**config.mk**
```make
export PLATFORM = sky130hd
export DESIGN_NAME = ws2812_receiver
export DESIGN_NICKNAME = d
export VERILOG_FILES = /design/src/rtl/ws2812_receiver.sv
export SDC_FILE = /design/constraint.sdc
export NUM_CORES = 1
export LEC_CHECK = 0
export BUFFER_PORTS_ARGS = -buffer_cell sky130_fd_sc_hd__buf_2
export CORE_MARGIN = 4
export CORE_UTILIZATION = 25
export CTS_CLUSTER_DIAMETER = 100
export DETAILED_ROUTE_END_ITERATION = 8
export SLEW_MARGIN = 20
export SYNTH_ARGS = -nofsm -noshare
export SYNTH_HDL_FRONTEND = slang
export SYNTH_SLANG_ARGS = --single-unit
```
**constraint.sdc**
```tcl
create_clock -name clk_in -period 3.8 [get_ports clk_in]
set_input_delay 0.57 -clock clk_in [delete_from_list [all_inputs] [get_ports clk_in]]
set_output_delay 0.57 -clock clk_in [all_outputs]
set_load 0.01 [all_outputs]
```
**src/rtl/ws2812_receiver.sv**
```systemverilog
`timescale 1ns/1ps
// WS2812B serial receiver: decodes GRB pixels from a single-wire strand,
// reports each pixel with its index, and flags frame ends and malformed input.
module ws2812_receiver #(
  parameter int unsigned CLOCK_SPEED = 100_000_000,
  parameter int unsigned NUM_LEDS    = 20
) (
  input  logic                        clk_in,
  input  logic                        rst_n_in,
  input  logic                        strand_in,
  output logic [7:0]                  green_out,
  output logic [7:0]                  red_out,
  output logic [7:0]                  blue_out,
  output logic                        pixel_valid,
  output logic [$clog2(NUM_LEDS)-1:0] pixel_index,
  output logic                        frame_done,
  output logic                        bit_error,
  output logic                        overflow
);

  // Cycle thresholds derived from the clock rate
  localparam int unsigned MHZ        = CLOCK_SPEED / 1_000_000;
  localparam int unsigned MIN_H_CYC  = MHZ * 150 / 1000;
  localparam int unsigned THRESH_CYC = MHZ * 600 / 1000;
  localparam int unsigned MAX_H_CYC  = MHZ * 1100 / 1000;
  localparam int unsigned RES_CYC    = MHZ * 50;

  localparam int unsigned H_W   = $clog2(MAX_H_CYC + 1);
  localparam int unsigned G_W   = $clog2(RES_CYC);
  localparam int unsigned P_W   = $clog2(NUM_LEDS + 1);
  localparam int unsigned IDX_W = $clog2(NUM_LEDS);

  typedef enum logic [1:0] {RESYNC, IDLE, HIGH, LOW} state_t;

  state_t         state_q, state_d;
  logic           sync_q1, line_q;
  logic [H_W-1:0] high_cnt;
  logic [G_W-1:0] gap_cnt;
  logic [4:0]     bit_cnt;
  logic [P_W-1:0] pix_cnt;
  logic [22:0]    shift_q;

  logic rise_c, hi_inc_c, hi_long_c, fall_c, short_c;
  logic bit_ok_c, bit_val_c, err_c, frame_end_c, resync_done_c;

  // Two-flop synchronizer for the asynchronous strand
  always_ff @(posedge clk_in or negedge rst_n_in) begin
    if (!rst_n_in) begin
      sync_q1 <= 1'b0;
      line_q  <= 1'b0;
    end else begin
      sync_q1 <= strand_in;
      line_q  <= sync_q1;
    end
  end

  // State register
  always_ff @(posedge clk_in or negedge rst_n_in) begin
    if (!rst_n_in) state_q <= RESYNC;
    else           state_q <= state_d;
  end

  // Decode line events and pulse classification for the current state
  always_comb begin
    rise_c        = line_q && (state_q == IDLE || state_q == LOW);
    hi_inc_c      = (state_q == HIGH) && line_q && (high_cnt != H_W'(MAX_H_CYC));
    hi_long_c     = (state_q == HIGH) && line_q && (high_cnt == H_W'(MAX_H_CYC));
    fall_c        = (state_q == HIGH) && !line_q;
    short_c       = fall_c && (high_cnt < H_W'(MIN_H_CYC));
    bit_ok_c      = fall_c && !short_c;
    bit_val_c     = (high_cnt >= H_W'(THRESH_CYC));
    err_c         = hi_long_c || short_c;
    frame_end_c   = (state_q == LOW) && !line_q && (gap_cnt == G_W'(RES_CYC - 1));
    resync_done_c = (state_q == RESYNC) && !line_q && (gap_cnt == G_W'(RES_CYC - 1));
  end

  // Next-state logic
  always_comb begin
    state_d = state_q;
    case (state_q)
      RESYNC: if (resync_done_c) state_d = IDLE;
      IDLE:   if (line_q) state_d = HIGH;
      HIGH: begin
        if (err_c)         state_d = RESYNC;
        else if (bit_ok_c) state_d = LOW;
      end
      LOW: begin
        if (line_q)           state_d = HIGH;
        else if (frame_end_c) state_d = IDLE;
      end
      default: state_d = RESYNC;
    endcase
  end

  // Counters, bit assembly and registered outputs
  always_ff @(posedge clk_in or negedge rst_n_in) begin
    if (!rst_n_in) begin
      high_cnt    <= '0;
      gap_cnt     <= '0;
      bit_cnt     <= '0;
      pix_cnt     <= '0;
      shift_q     <= '0;
      green_out   <= '0;
      red_out     <= '0;
      blue_out    <= '0;
      pixel_index <= '0;
      pixel_valid <= 1'b0;
      frame_done  <= 1'b0;
      bit_error   <= 1'b0;
      overflow    <= 1'b0;
    end else begin
      pixel_valid <= 1'b0;
      frame_done  <= 1'b0;
      bit_error   <= 1'b0;

      if (rise_c)        high_cnt <= H_W'(1);
      else if (hi_inc_c) high_cnt <= high_cnt + H_W'(1);

      // One counter serves both the resync low-run and the inter-bit low time
      if (state_q == RESYNC)          gap_cnt <= (line_q || resync_done_c) ? '0 : gap_cnt + G_W'(1);
      else if (bit_ok_c)              gap_cnt <= G_W'(1);
      else if (state_q == LOW && !line_q) gap_cnt <= frame_end_c ? '0 : gap_cnt + G_W'(1);
      else if (err_c)                 gap_cnt <= '0;

      if (err_c) begin
        // Partial pixel is discarded; pixel count and overflow survive until frame end
        bit_error <= 1'b1;
        bit_cnt   <= '0;
      end else if (bit_ok_c) begin
        shift_q <= {shift_q[21:0], bit_val_c};
        if (bit_cnt == 5'd23) begin
          bit_cnt <= '0;
          if (pix_cnt < P_W'(NUM_LEDS)) begin
            green_out   <= shift_q[22:15];
            red_out     <= shift_q[14:7];
            blue_out    <= {shift_q[6:0], bit_val_c};
            pixel_valid <= 1'b1;
            pixel_index <= IDX_W'(pix_cnt);
            pix_cnt     <= pix_cnt + P_W'(1);
          end else begin
            overflow <= 1'b1;
          end
        end else begin
          bit_cnt <= bit_cnt + 5'd1;
        end
      end else if (frame_end_c) begin
        frame_done <= (bit_cnt != '0) || (pix_cnt != '0);
        bit_error  <= (bit_cnt != '0);
        bit_cnt    <= '0;
        pix_cnt    <= '0;
        overflow   <= 1'b0;
      end
    end
  end

endmodule

```
==> impl_table.tex, run 1 <==
\begin{tabular}{lr}
\hline
Metric & Value \\
\hline
\multicolumn{2}{l}{\textbf{Synthesis}} \\
Total standard cell area after synthesis & between 4000 and 5000 sq um \\
Total nets after synthesis & between 300 and 400 \\
Commonest register cell after synthesis & sky130\_fd\_sc\_hd\_\_dfrtp\_1 \\
Proportion of synthesized chip area in sequential cells & approximately 55\% \\
Async set-or-reset flop fraction in the synthesized netlist & 100\% \\
Top cell type by total area after synthesis & sky130\_fd\_sc\_hd\_\_dfrtp\_1 \\
Post-synth EDFFs & 0 \\
Synthesized area per cell & 12.3 sq um \\
Synthesis-stage register bit count & 90 \\
Count of cell types in the netlist & between 40 and 50 \\
Top post-synthesis cells by area & sky130\_fd\_sc\_hd\_\_dfrtp\_1, sky130\_fd\_sc\_hd\_\_mux2\_2, sky130\_fd\_sc\_hd\_\_mux2\_4 \\
Number of standard cells after synthesis & 332 \\
Synth top area share & a little under three fifths \\
Count of warnings emitted by yosys & 0 \\
\multicolumn{2}{l}{\textbf{Clock network}} \\
Latest clock arrival within the worst-skew pair & roughly 0.34 ns \\
Count of clock tree sinks & 90 \\
Buffers inserted during post-CTS setup optimization & 0 \\
Total clock buffers created by CTS & 9 \\
Clock transition at the registers of the reported paths & around 0.07 ns \\
Quantity of hold-fixing buffers added after cts & 0 \\
Buffer type at the clock tree root & sky130\_fd\_sc\_hd\_\_clkbuf\_16 \\
Maximum buffer depth of the clock tree & 2 \\
Max H-tree Level & 3 \\
Post-cts gate resize count & 0 \\
Clock tree from TritonCTS & yes \\
\multicolumn{2}{l}{\textbf{Setup path}} \\
Largest stage delay on the critical path & around 0.53 ns \\
Classification of the worst setup path & reg2reg \\
Chain of cells forming the critical path & or3b\_4 -> a21oi\_4 -> buf\_4 -> nand2\_4 -> inv\_2 -> mux2\_2 \\
Type of destination of the critical path & register \\
CP max FO & 36 \\
Required time at the worst-slack endpoint & approximately 4.0 ns \\
Startpoint type of the worst setup path & register \\
Arrival time at the worst endpoint & about 2.9 ns \\
Cells on worst reg2reg path & 6 \\
Cell with the largest stage delay on the worst path & sky130\_fd\_sc\_hd\_\_dfrtp\_1 \\
\multicolumn{2}{l}{\textbf{Timing}} \\
Relative slew margins & approximately 46\% \\
Setup-failing EPs final & 0 \\
Max Clk Rate & 0.380 GHz \\
Number of endpoints with negative hold slack in the final report & 0 \\
Worst clock skew & slightly above 0.009 ns \\
Count of final max-slew check failures & 0 \\
Worst-case hold slack & roughly 0.26 ns \\
Period utilisation layout & 69.3\% \\
Setup tns final & 0 ns \\
Unrepaired setup endpoints after global routing & false \\
Period minus WS final & 2.63 ns \\
Worst-Margin Slew & 0.810 ns \\
\multicolumn{2}{l}{\textbf{Finish}} \\
Area delta synth->final & 16.7\% \\
Final Util & around 30\% \\
Most common cell after layout, fill and taps aside & sky130\_fd\_sc\_hd\_\_dfrtp\_1 \\
\# diodes & 0 \\
Most used cells in the layout excluding fill and tap cells & sky130\_fd\_sc\_hd\_\_dfrtp\_1, sky130\_fd\_sc\_hd\_\_buf\_2, sky130\_fd\_sc\_hd\_\_mux2\_2 \\
Layout cell share with drive strength beyond 1 & between 30\% and 40\% \\
Number of nets in the layout & roughly 380 \\
Cell Count, Final, Fillers Out & 587 \\
\# fillers & between 1,500 and 2,000 \\
\multicolumn{2}{l}{\textbf{Detailed routing}} \\
Drt total wl & between 7000 and 8000 um \\
Via-to-Cell Ratio & approximately 4.5 \\
DRC violations left & 0 \\
Number of DRC markers after the initial detailed-route iteration & 150 \\
Total iterations of the first detailed-routing run & 4 \\
Routed wire length per instance & between 10 and 15 um \\
Antenna-violating nets left & 0 \\
Via count & between 2,000 and 3,000 \\
\multicolumn{2}{l}{\textbf{Floorplanning}} \\
Starting density of the core & between 20\% and 30\% \\
Die footprint & 18,500 sq um \\
Total number of placement rows & 46 \\
IO Pins & 36 \\
Placeable core region & about 16,000 sq um \\
Floorplan die width & between 100 and 150 um \\
Chip height & 136 um \\
\multicolumn{2}{l}{\textbf{Global route}} \\
Global-route wire length before repair & around 13,000 um \\
Leftover overflow at the end of global routing & 0 \\
All-Layer GR Usage & a little under a tenth \\
Antenna violations before repair & 0 \\
Via count of the first global-routing pass & about 2,600 \\
Largest net degree at the start of global routing & 81 \\
\multicolumn{2}{l}{\textbf{Run}} \\
Maximum capacitance violations & 0 \\
\multicolumn{2}{l}{\textbf{Place}} \\
Placed wire-length estimate after detailed placement & around 5300 um \\
Number of placed cells counting well taps & between 500 and 600 \\
Global placement routability congestion & 0.854 \\
Quantity of I/O buffers inserted on ports & 35 \\
\multicolumn{2}{l}{\textbf{Power and ir drop}} \\
Peak supply drop & between 0.2 and 0.25 mV \\
Power Dens Cells & roughly 410 nW/um\^{}2 \\
Leakage Power & about 2.4 nW \\
Tot Pwr & 1.96 mW \\
\multicolumn{2}{l}{\textbf{Hold path}} \\
Class of the worst hold path & in2async \\
\multicolumn{2}{l}{\textbf{Status}} \\
Result of the run & finished clean \\
\hline
\end{tabular}
[per-stage QoR]
stage | setup slack, ns | cell area, sq um
after floorplan | 1.94 | 4090
after global placement | 1.22 | 4470
after detailed placement | 1.14 | 4470
after CTS | 1.14 | 4770
after global routing | 0.969 | 4770
final | 1.17 | 4770
[where the power goes]
part | switching [mW] | internal (mW)
combinational | 0.0511 | 0.0288
sequential | 0.0318 | 0.982
clock | 0.402 | 0.463
[critical path, delay by kind of cell (launching register included)]
| family | cells | cell delay (ns) |
|---|---|---|
| DFF | 1 | 0.53 |
| and+or+nand+nor | 2 | 0.85 |
| buffers and inverters | 2 | 0.66 |
| AOI/OAI and AO/OA | 1 | 0.11 |
| muxes | 1 | 0.36 |
[registers in the layout (all words and copies together), names as in the netlist, 2 cells and up]
name / cells
pixel_index: 5
blue_out: 8
gap_cnt: 13
state_q: 2
bit_cnt: 5
high_cnt: 7
red_out: 8
shift_q: 23
green_out: 8
pix_cnt: 5
[Yosys cell counts, types with 2 or more instances]
cell                        n
sky130_fd_sc_hd__nor4b_1    3
sky130_fd_sc_hd__a21oi_1   14
sky130_fd_sc_hd__xor2_1    10
sky130_fd_sc_hd__buf_2      8
sky130_fd_sc_hd__mux2_4    20
sky130_fd_sc_hd__and4_1     2
sky130_fd_sc_hd__clkbuf_1   3
sky130_fd_sc_hd__dfrtp_1   90
sky130_fd_sc_hd__nor2_1    20
sky130_fd_sc_hd__buf_6      2
sky130_fd_sc_hd__o31ai_1    2
sky130_fd_sc_hd__nand2b_1   4
sky130_fd_sc_hd__nor3_1     9
sky130_fd_sc_hd__ha_1       8
sky130_fd_sc_hd__and3_1     6
sky130_fd_sc_hd__nand2_1   23
sky130_fd_sc_hd__nor2b_1    2
sky130_fd_sc_hd__and2_1     4
sky130_fd_sc_hd__inv_1     10
sky130_fd_sc_hd__o21ai_0   10
sky130_fd_sc_hd__a31oi_1   10
sky130_fd_sc_hd__mux2i_1    2
sky130_fd_sc_hd__or3_1      3
sky130_fd_sc_hd__nand4_1    9
sky130_fd_sc_hd__nand3_1    7
sky130_fd_sc_hd__mux2_2    31
[worst paths after layout]
path / startpoint / to / slack [ns]
worst max-delay path: line_q / green_out[5] / 1.17
worst min-delay path: rst_n_in / gap_cnt[6] / 0.26
worst max register to register: line_q / green_out[5] / 1.17
worst min register to register: sync_q1 / line_q / 0.36
max in group asynchronous: rst_n_in / high_cnt[5] / 2.88
min in group clk_in: strand_in / sync_q1 / 0.34
[area by class of cell]
| cell class | count | area, sq um | share of cell area, % |
|---|---|---|---|
| inverter | 11 | 41.3 | 0.866 |
| multi-input combinational | 217 | 1720 | 36.0 |
| clock buffer | 9 | 225 | 4.72 |
| sequential | 90 | 2250 | 47.2 |
| clock inverter | 7 | 67.6 | 1.42 |
| tap | 216 | 270 | 5.67 |
| timing repair buffer | 37 | 196 | 4.12 |
[cell families (layout without fill, tap and decap cells)]
logic type | Yosys count | count (layout) | synth area share (%)
DFF | 90 | 90 | 55.1
buffers and inverters | 25 | 64 | 2.91
AOI/OAI and AO/OA | 47 | 47 | 7.74
muxes | 53 | 53 | 16.4
and+or+nand+nor | 98 | 98 | 13.1
adders and majority gates | 8 | 8 | 2.45
xor gates and xnor gates | 11 | 11 | 2.36
[per-layer routing]
layer | vias to the layer above | track usage [%] | part of all wire [%]
met5 | - | 0 | 0
met4 | 0 | 2.35 | 0.98
met3 | 10 | 2.81 | 4.3
met2 | 54 | 14.7 | 49
met1 | 1308 | 11.7 | 46
li1 | 1247 | - | -
Note: power is estimated with default switching activity, not from simulation.
==> run 2, diff against run 1 <==
Clock period 3.8 ns to 2.65 ns, I/O delays scaled along.
==> impl_table.tex, run 2 (same netlist as run 1, synthesis figures left out) <==
\begin{tabular}{lr}
\hline
Metric & Value \\
\hline
\multicolumn{2}{l}{\textbf{Setup path}} \\
WP buf/inv & 1 \\
Classification of the worst setup path & reg2reg \\
Cell with the largest stage delay on the worst path & sky130\_fd\_sc\_hd\_\_dfrtp\_1 \\
CP max FO & 20 \\
Type of destination of the critical path & register \\
Reg-to-reg critical path startpoint & high\_cnt[4] \\
Arrival time at the worst endpoint & 2.32 ns \\
Top cell family by delay on the critical path & simple AND/OR/NAND/NOR gates \\
Source of the critical timing path & high\_cnt[4] \\
Startpoint type of the worst setup path & register \\
Chain of cells forming the critical path & nor3\_1 -> a21oi\_4 -> nand2\_4 -> buf\_4 -> mux2\_4 \\
WP depth & 5 \\
Largest stage delay on the critical path & about 0.50 ns \\
Required time at the worst-slack endpoint & approximately 2.9 ns \\
Cells on worst reg2reg path & 5 \\
\multicolumn{2}{l}{\textbf{Place}} \\
Global placement routability congestion & between 0.7 and 0.8 \\
Placed wire-length estimate after detailed placement & about 5400 um \\
Quantity of I/O buffers inserted on ports & 35 \\
\multicolumn{2}{l}{\textbf{Finish}} \\
Register with the most flip-flops & shift\_q \\
Most common cell after layout, fill and taps aside & sky130\_fd\_sc\_hd\_\_dfrtp\_1 \\
Final Util & between 30 and 40\% \\
Most used cells in the layout excluding fill and tap cells & sky130\_fd\_sc\_hd\_\_dfrtp\_1, sky130\_fd\_sc\_hd\_\_buf\_2, sky130\_fd\_sc\_hd\_\_mux2\_2 \\
\# diodes & 0 \\
Area taken by flip-flops and latches & 2250 sq um \\
Layout cell share with drive strength beyond 1 & between 30\% and 40\% \\
Area delta synth->final & 18.1\% \\
\# fillers & $\sim$1,600 \\
Largest registers & shift\_q (23), gap\_cnt (13) \\
Combined area of the multi-input logic cells & 1720 sq um \\
Number of nets in the layout & about 380 \\
Max reg flops & 23 \\
\multicolumn{2}{l}{\textbf{Timing}} \\
Worst-Margin Slew & 0.502 ns \\
Relative slew margins & between 60 and 70\% \\
Worst clock skew & $\sim$0.0067 ns \\
Number of endpoints with negative hold slack in the final report & 0 \\
Setup-failing EPs final & 0 \\
Worst-case hold slack & about 0.17 ns \\
Unrepaired setup endpoints after global routing & false \\
Max Clk Rate & between 0.4 and 0.5 GHz \\
Period minus WS final & roughly 2.1 ns \\
Count of final max-slew check failures & 0 \\
Period utilisation layout & between 70\% and 80\% \\
Setup tns final & 0 ns \\
\multicolumn{2}{l}{\textbf{Power and ir drop}} \\
Peak supply drop & roughly 0.32 mV \\
Switching component of the power & between 0.6 and 0.7 mW \\
Internal Dissipation & 2.20 mW \\
Leakage Power & between 2 and 2.5 nW \\
Tot Pwr & between 2 and 3 mW \\
Power Dens Cells & $\sim$600 nW/um\^{}2 \\
Combinational fraction of design power & approximately 4.1\% \\
Power share of the clock group & between 40 and 50\% \\
Net Sw Frac & around 23\% \\
Power share of the sequential group & 51.0\% \\
\multicolumn{2}{l}{\textbf{Hold path}} \\
Min-delay src & strand\_in \\
Class of the worst hold path & in2reg \\
Number of cells traversed by the worst hold path & 1 \\
\multicolumn{2}{l}{\textbf{Global route}} \\
Via count of the first global-routing pass & approximately 2,600 \\
All-Layer GR Usage & 8.88\% \\
Leftover overflow at the end of global routing & 0 \\
Largest net degree at the start of global routing & 65 \\
Global-route wire length before repair & $\sim$13,000 um \\
Antenna violations before repair & 0 \\
\multicolumn{2}{l}{\textbf{Floorplanning}} \\
Floorplan die width & between 100 and 150 um \\
Starting density of the core & between 20\% and 30\% \\
IO Pins & 36 \\
Placeable core region & 15,900 sq um \\
Die footprint & roughly 18,000 sq um \\
Total number of placement rows & between 40 and 50 \\
Chip height & $\sim$140 um \\
\multicolumn{2}{l}{\textbf{Clock network}} \\
Max H-tree Level & 3 \\
Total clock buffers created by CTS & 9 \\
Clock transition at the registers of the reported paths & 0.06 ns \\
Quantity of hold-fixing buffers added after cts & 1 \\
Post-cts gate resize count & 0 \\
Count of clock tree sinks & 90 \\
Buffers inserted during post-CTS setup optimization & 0 \\
Maximum buffer depth of the clock tree & 2 \\
Clock tree from TritonCTS & yes \\
Latest clock arrival within the worst-skew pair & roughly 0.34 ns \\
Buffer type at the clock tree root & sky130\_fd\_sc\_hd\_\_clkbuf\_16 \\
\multicolumn{2}{l}{\textbf{Detailed routing}} \\
Via count & between 2,000 and 3,000 \\
Routed wire length per instance & 13.1 um \\
Number of DRC markers after the initial detailed-route iteration & about 210 \\
DRC violations left & 0 \\
Total iterations of the first detailed-routing run & 4 \\
Antenna-violating nets left & 0 \\
Drt total wl & 7760 um \\
Via-to-Cell Ratio & roughly 4.4 \\
\multicolumn{2}{l}{\textbf{Run}} \\
Maximum capacitance violations & 0 \\
\multicolumn{2}{l}{\textbf{Status}} \\
Result of the run & finished clean \\
\hline
\end{tabular}
## run 2: metrics by stage
stage | instance area [sq um] | std cells | setup WS (ns)
floorplan | 4090 | 332 | 0.795
finish | 4830 | 592 | 0.546
global route | 4830 | 592 | 0.417
detailed placement | 4520 | 575 | 0.557
CTS | 4830 | 592 | 0.543
global placement | 4520 | 575 | 0.583
## run 2: area by class of cell
type	count	share of cell area (%)
clock inverters	6	1.50
well taps	216	5.60
inverters	11	0.855
repair buffers	42	5.08
flip-flops and latches	90	46.7
multi-input cells	217	35.6
clock buffers	10	4.74
## run 2: power groups by stage
stage               clock [mW]  sequential, mW  combinational (mW)
finish                    1.28            1.46               0.118
floorplan                    0            1.47              0.0720
CTS                       1.32            1.45               0.122
global route              1.38            1.46               0.139
global placement             0            1.48               0.110
detailed placement           0            1.48               0.121
## run 2: path summary, 6_finish.rpt
kind	end	slack, ns
worst min register to register	line_q	0.36
worst max-delay path	blue_out[4]	0.55
min in group asynchronous	gap_cnt[8]	0.52
max in group asynchronous	red_out[3]	1.48
worst min-delay path	sync_q1	0.17
worst max register to register	blue_out[4]	0.55
## run 2: metal layers
metal	GRT usage, %	part of all wire (%)
met5	0	0
met4	2.80	1.1
met3	2.92	4.6
met2	13.9	46
met1	11.7	48
==> run 3, diff against run 2 <==
Settings changed: ABC_AREA from default to 1.
Clock period 2.65 ns to 1.8 ns, I/O delays scaled along.
==> impl_table.tex, run 3 <==
\begin{tabular}{lr}
\hline
Metric & Value \\
\hline
\multicolumn{2}{l}{\textbf{Finish}} \\
Largest registers & shift\_q (23), gap\_cnt (13) \\
Cell Count, Final, Fillers Out & around 800 \\
Most common cell after layout, fill and taps aside & sky130\_fd\_sc\_hd\_\_nand2\_1 \\
\# fillers & between 1,500 and 2,000 \\
Max reg flops & 23 \\
Most used cells in the layout excluding fill and tap cells & sky130\_fd\_sc\_hd\_\_nand2\_1, sky130\_fd\_sc\_hd\_\_dfrtp\_1, sky130\_fd\_sc\_hd\_\_inv\_1 \\
Layout cell share with drive strength beyond 1 & a little under a fifth \\
Register with the most flip-flops & shift\_q \\
Summed area of non-filler cells in the final layout & about 5300 sq um \\
\# diodes & 0 \\
Area delta synth->final & 17.5\% \\
Number of nets in the layout & approximately 590 \\
\multicolumn{2}{l}{\textbf{Synthesis}} \\
Async set-or-reset flop fraction in the synthesized netlist & 100\% \\
Total nets after synthesis & 546 \\
Count of warnings emitted by yosys & 0 \\
Top cells by count, synth & sky130\_fd\_sc\_hd\_\_nand2\_1, sky130\_fd\_sc\_hd\_\_dfrtp\_1, sky130\_fd\_sc\_hd\_\_inv\_1 \\
Proportion of synthesized chip area in sequential cells & between 50\% and 60\% \\
Count of cell types in the netlist & 33 \\
Post-synth EDFFs & 0 \\
Synthesized area per cell & around 8.4 sq um \\
Commonest register cell after synthesis & sky130\_fd\_sc\_hd\_\_dfrtp\_1 \\
Synthesis-stage register bit count & 90 \\
Top cell type by total area after synthesis & sky130\_fd\_sc\_hd\_\_dfrtp\_1 \\
Number of standard cells after synthesis & approximately 540 \\
Total standard cell area after synthesis & 4470 sq um \\
Top post-synthesis cells by area & sky130\_fd\_sc\_hd\_\_dfrtp\_1, sky130\_fd\_sc\_hd\_\_nand2\_1, sky130\_fd\_sc\_hd\_\_inv\_1 \\
Most frequent cell after synthesis & sky130\_fd\_sc\_hd\_\_nand2\_1 \\
Synth top area share & 50.3\% \\
\multicolumn{2}{l}{\textbf{Power and ir drop}} \\
Net Sw Frac & between 20 and 25\% \\
Internal Dissipation & a little over 3 mW \\
Peak supply drop & between 0.5 and 0.6 mV \\
Switching component of the power & a little under 0.9 mW \\
Power share of the sequential group & a little over half \\
Combinational fraction of design power & $\sim$2.1\% \\
Leakage Power & approximately 2.6 nW \\
Power Dens Cells & about 750 nW/um\^{}2 \\
Power share of the clock group & 45.8\% \\
\multicolumn{2}{l}{\textbf{Setup path}} \\
Required time at the worst-slack endpoint & just over 2 ns \\
Classification of the worst setup path & reg2reg \\
Startpoint type of the worst setup path & register \\
Type of destination of the critical path & register \\
CP max FO & between 50 and 60 \\
Arrival time at the worst endpoint & about 1.9 ns \\
\multicolumn{2}{l}{\textbf{Hold path}} \\
Class of the worst hold path & in2reg \\
\multicolumn{2}{l}{\textbf{Place}} \\
Area of placed instances & between 4000 and 5000 sq um \\
Setup slack after placement & 0.103 ns \\
Quantity of I/O buffers inserted on ports & 35 \\
Placed wire-length estimate after detailed placement & approximately 6600 um \\
Number of placed cells counting well taps & between 700 and 800 \\
Global placement routability congestion & approximately 0.85 \\
\multicolumn{2}{l}{\textbf{Clock network}} \\
Clock tree from TritonCTS & yes \\
Maximum buffer depth of the clock tree & 2 \\
Latest clock arrival within the worst-skew pair & approximately 0.34 ns \\
Total clock buffers created by CTS & 9 \\
Clock transition at the registers of the reported paths & 0.06 ns \\
Max H-tree Level & 3 \\
Buffer type at the clock tree root & sky130\_fd\_sc\_hd\_\_clkbuf\_16 \\
Count of clock tree sinks & 90 \\
\multicolumn{2}{l}{\textbf{Timing}} \\
Max Clk Rate & $\sim$0.6 GHz \\
Worst-Margin Slew & 0.449 ns \\
Count of final max-slew check failures & 0 \\
Setup-failing EPs final & 0 \\
Worst clock skew & just over 0.01 ns \\
Period minus WS final & roughly 1.6 ns \\
Period utilisation layout & 90.3\% \\
Minimum setup slack in the final design & between 0.15 and 0.2 ns \\
Number of endpoints with negative hold slack in the final report & 0 \\
Relative slew margins & between 70\% and 80\% \\
\multicolumn{2}{l}{\textbf{Global route}} \\
All-Layer GR Usage & 9.89\% \\
Leftover overflow at the end of global routing & 0 \\
Via count of the first global-routing pass & between 3,000 and 4,000 \\
Global-route wire length before repair & $\sim$16,000 um \\
Antenna violations before repair & 0 \\
Largest net degree at the start of global routing & 55 \\
\multicolumn{2}{l}{\textbf{Detailed routing}} \\
Number of DRC markers after the initial detailed-route iteration & approximately 260 \\
Total iterations of the first detailed-routing run & 4 \\
Routed wire length per instance & $\sim$11 um \\
Via-to-Cell Ratio & roughly 4.3 \\
Drt total wl & about 9100 um \\
DRC violations left & 0 \\
Via count & about 3,500 \\
Antenna-violating nets left & 0 \\
\multicolumn{2}{l}{\textbf{Floorplanning}} \\
Placeable core region & between 15,000 and 20,000 sq um \\
Die footprint & about 20,000 sq um \\
Total number of placement rows & 48 \\
Starting density of the core & between 20\% and 30\% \\
Floorplan die width & 142 um \\
Chip height & about 140 um \\
IO Pins & 36 \\
\multicolumn{2}{l}{\textbf{Status}} \\
Result of the run & finished clean \\
\multicolumn{2}{l}{\textbf{Run}} \\
Maximum capacitance violations & 0 \\
\hline
\end{tabular}
[run 3: changes by cell type after synthesis, sizes merged, moves of 22 or more]
cell   previous run  this run
o21ai            10        69
mux2             51         0
nor2             20        42
nand2            24       167
nand3             8        33
inv              11        71
[run 3: routing by layer]
metal	track usage, %	part of all wire [%]	wire length, um	up-vias
met1	13.9	52	4770	1594
met3	2.63	3.5	319	12
li1	-	-	-	1810
met4	3.99	1.7	157	0
met2	14.4	42	3860	44
met5	0	0	0	-
[run 3: power by group through the flow]
stage / clock, mW / sequential (mW) / combinational (mW)
after CTS: 1.86 / 2.04 / 0.0864
after detailed placement: 0 / 2.08 / 0.0841
final: 1.80 / 2.04 / 0.0814
after floorplan: 0 / 2.08 / 0.0204
after global placement: 0 / 2.08 / 0.0842
after global routing: 1.95 / 2.04 / 0.0960
[run 3: timing repair]
action,in CTS,in global routing
hold buffers,1,0
setup buffers,0,1
endpoints found under the hold margin,28,0
setup endpoints to repair,0,35
resized for setup,0,3
[run 3: worst max-delay path, cell delays in order (launching register included)]
cell and delay [ns]:
sky130_fd_sc_hd__dfrtp_1 0.41, sky130_fd_sc_hd__ha_1 0.24, sky130_fd_sc_hd__nand4_1 0.19, sky130_fd_sc_hd__nor2_4 0.23, sky130_fd_sc_hd__nand2_8 0.07, sky130_fd_sc_hd__buf_12 0.19, sky130_fd_sc_hd__nand2_1 0.11, sky130_fd_sc_hd__o21ai_2 0.05
[run 3: worst paths after layout]
check | startpoint | endpoint | slack [ns] | cells past startpoint
worst max-delay path | bit_cnt[0] | red_out[7] | 0.18 | 7
worst min-delay path | strand_in | sync_q1 | 0.06 | 1
worst max register to register | bit_cnt[0] | red_out[7] | 0.18 | 7
worst min register to register | sync_q1 | line_q | 0.35 | 0
max in group asynchronous | rst_n_in | gap_cnt[0] | 0.85 | 3
min in group asynchronous | rst_n_in | pixel_valid | 0.42 | 2
[run 3: kinds of logic (layout without fill, tap and decap cells)]
group	after synthesis	in the layout	share of synthesized area, %
adders and majority gates	8	8	2.24
and+or+nand+nor	268	268	26.7
AOI/OAI and AO/OA	78	78	10.9
buffers and inverters	84	136	8.50
DFF	90	90	50.3
xor gates and xnor gates	7	7	1.37
[run 3: layout make-up]
cell class | instances | area [sq um] | share of cell area, %
multi-input combinational | 361 | 1850 | 35.1
inverter | 71 | 272 | 5.16
clock buffer | 11 | 243 | 4.62
timing repair buffer | 49 | 323 | 6.14
tap | 225 | 282 | 5.35
sequential | 90 | 2250 | 42.9
clock inverter | 5 | 37.5 | 0.714
[run 3: per-stage QoR]
stage,util (%),hold WS (ns),power [mW],TNS [ns]
final,30.2,0.0555,3.92,0
after global routing,30.2,0.0431,4.09,-0.0000178
after CTS,30.1,0.0448,3.98,0
after detailed placement,28.4,0.263,2.16,0
after global placement,28.4,0.267,2.16,0
after floorplan,-,-0.0256,2.10,0
